### config.mk
export PLATFORM = sky130hd
export DESIGN_NAME = umi_arbiter
export DESIGN_NICKNAME = d
export VERILOG_FILES = /design/src/rtl/umi_arbiter_pkg.sv /design/src/rtl/umi_priority.sv /design/src/rtl/umi_arbiter.sv
export SDC_FILE = /design/constraint.sdc
export NUM_CORES = 1
export LEC_CHECK = 0
export CAP_MARGIN = 10
export CORE_AREA = 2 2 39 41
export CTS_CLUSTER_DIAMETER = 60
export DETAILED_ROUTE_END_ITERATION = 10
export DIE_AREA = 0 0 41 43
export PLACE_DENSITY = 0.65
export SYNTH_ARGS = -nofsm -noshare
export SYNTH_HDL_FRONTEND = slang
export SYNTH_SLANG_ARGS = --single-unit
### constraint.sdc
create_clock -name clk -period 2.11 [get_ports clk]
set_input_delay 0.422 -clock clk [delete_from_list [all_inputs] [get_ports clk]]
set_output_delay 0.422 -clock clk [all_outputs]
set_load 0.01 [all_outputs]
### src/rtl/umi_arbiter_pkg.sv
// Shared types and helpers for umi_arbiter: FSM state enum, thermometer mask
// builder and one-hot-to-binary encoder.
package umi_arbiter_pkg;

   localparam int unsigned ARB_MAX_N = 32;

   typedef enum logic {
      ARB_IDLE,
      ARB_LOCKED
   } arb_state_e;

   // Bits strictly above idx are set; idx = N-1 yields zero after truncation.
   function automatic logic [ARB_MAX_N-1:0] arb_thermo(input int unsigned idx);
      logic [ARB_MAX_N-1:0] m;
      m = '0;
      for (int unsigned i = 0; i < ARB_MAX_N; i++) begin
         if (i > idx) m[i] = 1'b1;
      end
      return m;
   endfunction

   function automatic int unsigned arb_oh2bin(input logic [ARB_MAX_N-1:0] oh);
      int unsigned b;
      b = 0;
      for (int unsigned i = 0; i < ARB_MAX_N; i++) begin
         if (oh[i]) b = b | i;
      end
      return b;
   endfunction

endpackage

### src/rtl/umi_priority.sv
// Fixed-priority selector: one-hot grant of the lowest set request bit.
module umi_priority #(
   parameter int unsigned N = 4
) (
   input  logic [N-1:0] req_i,
   output logic [N-1:0] gnt_o
);

   assign gnt_o = req_i & (~req_i + N'(1));

endmodule

### src/rtl/umi_arbiter.sv
// Transaction-locking arbiter for a shared UMI output port. Round-robin
// fairness is compiled in with UMI_ARBITER_ROUNDROBIN_EN; otherwise index 0 wins.
module umi_arbiter
   import umi_arbiter_pkg::*;
#(
   parameter int unsigned N = 4
) (
   input  logic                 clk,
   input  logic                 reset,
   input  logic [N-1:0]         umi_in_valid,
   input  logic [N-1:0]         umi_in_last,
   input  logic                 umi_out_ready,
   output logic [N-1:0]         umi_out_grant,
   output logic [$clog2(N)-1:0] umi_out_sel,
   output logic                 umi_out_valid,
   output logic                 busy
);

   localparam int unsigned SW = $clog2(N);

   arb_state_e   state_q, state_d;
   logic [N-1:0] held_q, held_d;
   logic [N-1:0] mask;
   logic [N-1:0] gnt_masked, gnt_raw, pick;
   logic         fire, fire_last;

   umi_priority #(.N(N)) u_pri_masked (
      .req_i (umi_in_valid & mask),
      .gnt_o (gnt_masked)
   );

   umi_priority #(.N(N)) u_pri_raw (
      .req_i (umi_in_valid),
      .gnt_o (gnt_raw)
   );

   assign pick      = (|gnt_masked) ? gnt_masked : gnt_raw;
   assign fire      = umi_out_valid & umi_out_ready;
   assign fire_last = fire & (|(umi_out_grant & umi_in_last));

`ifdef UMI_ARBITER_ROUNDROBIN_EN
   logic [N-1:0] mask_q, mask_d;

   always_comb begin
      mask_d = mask_q;
      if (fire_last) mask_d = N'(arb_thermo(int'(umi_out_sel)));
   end

   always_ff @(posedge clk) begin
      if (reset) mask_q <= '0;
      else       mask_q <= mask_d;
   end

   assign mask = mask_q;
`else
   assign mask = '0;
`endif

   always_ff @(posedge clk) begin
      if (reset) begin
         state_q <= ARB_IDLE;
         held_q  <= '0;
      end else begin
         state_q <= state_d;
         held_q  <= held_d;
      end
   end

   always_comb begin
      state_d = state_q;
      held_d  = held_q;
      case (state_q)
         ARB_IDLE: begin
            if (fire && !fire_last) begin
               state_d = ARB_LOCKED;
               held_d  = pick;
            end
         end
         ARB_LOCKED: begin
            if (fire_last) state_d = ARB_IDLE;
         end
         default: state_d = ARB_IDLE;
      endcase
   end

   // Outputs are held at zero for any cycle with reset high, even mid-lock.
   always_comb begin
      umi_out_grant = '0;
      busy          = 1'b0;
      if (!reset) begin
         umi_out_grant = (state_q == ARB_LOCKED) ? held_q : pick;
         busy          = (state_q == ARB_LOCKED);
      end
      umi_out_sel   = SW'(arb_oh2bin(ARB_MAX_N'(umi_out_grant)));
      umi_out_valid = |(umi_out_grant & umi_in_valid);
   end

endmodule
==> results_dict.tcl <==
set metrics [dict create \
    rsz0062_at_grt "false" \
    clockPowerShare_pct 31.3 \
    cp_cell_sequence "dlygate4sd2_1, or4_1, and4_4, o22ai_2, buf_2" \
    drt_wl_total_um 1379 \
    slowest_stage "or4_1" \
    h-tree-depth 1 \
    clk_pin_slew_worst_paths_ns 0.06 \
    antennaDiodeCount 0 \
    rows 14 \
    multiInputGateArea_um2 394.1 \
    dp_slack_ns -0.6104 \
    hold_path_class "reg -> reg" \
    grt_pass1_wl_um 2042 \
    die_w_um 41 \
    regArea_um2 103.9 \
    clockBufferDepth 2 \
    dr_wl_met2_um 658 \
    power_frac_seq_pct 29.9 \
    tightest_slew_ns 0.2519 \
    finalCritPeriodShare_pct 97.49 \
    drt-met1-wl_um 647 \
    synth.avg_cell_area_um2 8.165 \
    internal_power_uw 257.5 \
    ioPinCount 19 \
    synth_area_leader_cell "dfxtp_1" \
    grt_use_total_pct 17.35 \
    final_area_um2 858.3 \
    dr_total_vias 555 \
    netlist_top_cells_area "dfxtp_1 21%, mux2i_1 8.3%, nor2_1 5.5%" \
    synthDistinctLibCells 30 \
    routed.top_layer "met3" \
    cts_buffers 3 \
    power_switching_uw 120.5 \
    wl_per_cell_um 12.42 \
    clockRootBuffer "clkbuf_4" \
    fin_setup_tns_ns 0 \
    outcome "completed" \
    hpwlAfterDp_um 1098 \
    num-fill-cells 132 \
    yosysTopAreaCellShare_pct 20.78 \
    synth_seq_cells 5 \
    grt_pass1_vias 527 \
    dr.pass1.iters 4 \
    antenna_found_initial 0 \
    cts_tree "yes" \
    timing.max_cap.violations 0 \
    clock-skew-final_ns 0.01298 \
    cp.arrival_ns 1.64 \
    grt_max_degree 10 \
    finalNonFillerCells 111 \
    gr-total-overflow 0 \
    numPortBuffers 18 \
    nNetsFinal 107 \
    drt_iter0_markers 4 \
    initial_core_util_pct 34.81 \
    postLayoutCoreUtil_pct 62.03 \
    p_leak_uw 0.0004517 \
    placed_cells 107 \
    critPathCaptureType "output port" \
    cp_max_fo 4 \
    synth_area_um2 481.7 \
    core_um2 1384 \
    switching_share_pct 31.87 \
    holdBufCountCts 0 \
    wl_met3_um 73 \
    layout.cells.most_common "buf_4" \
    cts_sinks 5 \
    fmax_mhz 486.1 \
    hold_viol 0 \
    max_stage_delay_ns 0.51 \
    drc 0 \
    combPwrFrac_pct 38.8 \
    final_cell_mix "17 x buf_4, 10 x dlygate4sd2_1, 7 x nor2_1" \
    synth_cells 59 \
    irDropWorstVdd_uv 337.4 \
    place.gp.congestion 0.8201 \
    placed_area_um2 787.0 \
    area_growth_pct 78.18 \
    via_per_inst 5.000 \
    setup_viol 0 \
    dieHeight_um 43 \
    ys_seq_area_share_pct 20.78 \
    slew_viol_final 0 \
    clkLatencyLatePin_ns 0.26 \
    critPathKind "in -> out" \
    final_antenna_net_count 0 \
    start_kind "input port" \
    drive_gt1_share_pct 38.95 \
    dieArea_um2 1763 \
    syn_nets 70 \
    post-route-min-period_ns 2.057 \
    slew_headroom_pct 83.17 \
    cellPowerDensity_nw_per_um2 440.4 \
    worstPathRequired_ns 1.69 \
    synth_warnings 0 \
    layout_setup_ws_ns 0.05286 \
]
## logic make-up after synthesis
group | count (synthesis) | share of synthesized area [%]
AND/OR/NAND/NOR | 29 | 40.00
AO/OA/AOI/OAI | 11 | 16.89
buffers and inverters | 8 | 8.572
multiplexers | 6 | 13.77
flip-flops | 5 | 20.78
## Yosys cell counts
master    count
mux2_4        1
nor4b_1       1
o21ai_0       4
nor2_1        7
nand4b_4      1
nand2b_1      2
o21ai_1       1
nor4bb_1      1
dfxtp_1       5
o211ai_1      1
and2_1        2
and4_4        1
mux2i_1       4
a32oi_1       1
and4bb_1      1
nor2b_1       2
or3b_2        1
or4_1         2
a21boi_0      1
o22ai_1       1
nor3_1        1
mux2_2        1
nand2_1       5
clkbuf_1      1
nor3b_1       2
buf_6         1
o32ai_2       1
inv_1         5
o211a_1       1
buf_4         1
## per-stage QoR
stage,total power (uW),hold slack (ns)
detailed placement,255.8,0.4531
global route,400.1,0.4704
floorplan,177.0,0.4334
global placement,254.9,0.4525
CTS,374.6,0.4613
finish,378.0,0.4604
## critical path, delay by kind of cell
family / cells / cell delay, ns
buf+inv: 2 / 0.42
compound gates: 1 / 0.12
simple gates: 2 / 0.68
## layer usage
layer  track usage (%)  vias to the layer above
met5                 0                        -
met1             21.79                      252
met4             4.000                        0
li1                  -                      288
met2             27.19                       15
met3             6.283                        0
## cell type report
cell class | count | area share, %
Multi-Input combinational cell | 46 | 45.92
Timing Repair Buffer | 35 | 34.26
Sequential cell | 5 | 12.10
Clock buffer | 3 | 2.624
Tap cell | 16 | 2.332
Inverter | 5 | 2.187
Clock inverter | 1 | 0.5831
## path summary, 6_finish.rpt
kind	start	endpoint	slack, ns	depth (start not counted)
max	umi_in_valid[0]	umi_out_valid	0.05	5
min reg2reg	held_q[2]$_SDFFE_PP0P_	held_q[2]$_SDFFE_PP0P_	0.46	2
max reg2reg	flop	flop	0.27	5
min	held_q[2]$_SDFFE_PP0P_	held_q[2]$_SDFFE_PP0P_	0.46	2
## power groups by stage
stage	Clock, uW	Combinational, uW	Sequential, uW
2_1_floorplan	0	72.5	104
3_3_place_gp	0	143	112
3_5_place_dp	0	144	111
4_1_cts	120	143	112
5_1_grt	129	157	114
6_report	118	147	113
## what timing repair did
item / 4_1_cts / 5_1_grt
hold endpoints to repair: 0 / 0
gates resized for setup: 26 / 5
setup endpoints to repair: 13 / 3
setup buffers: 0 / 0
pin swaps: 1 / 0
Power figures use the tool's default switching activity.
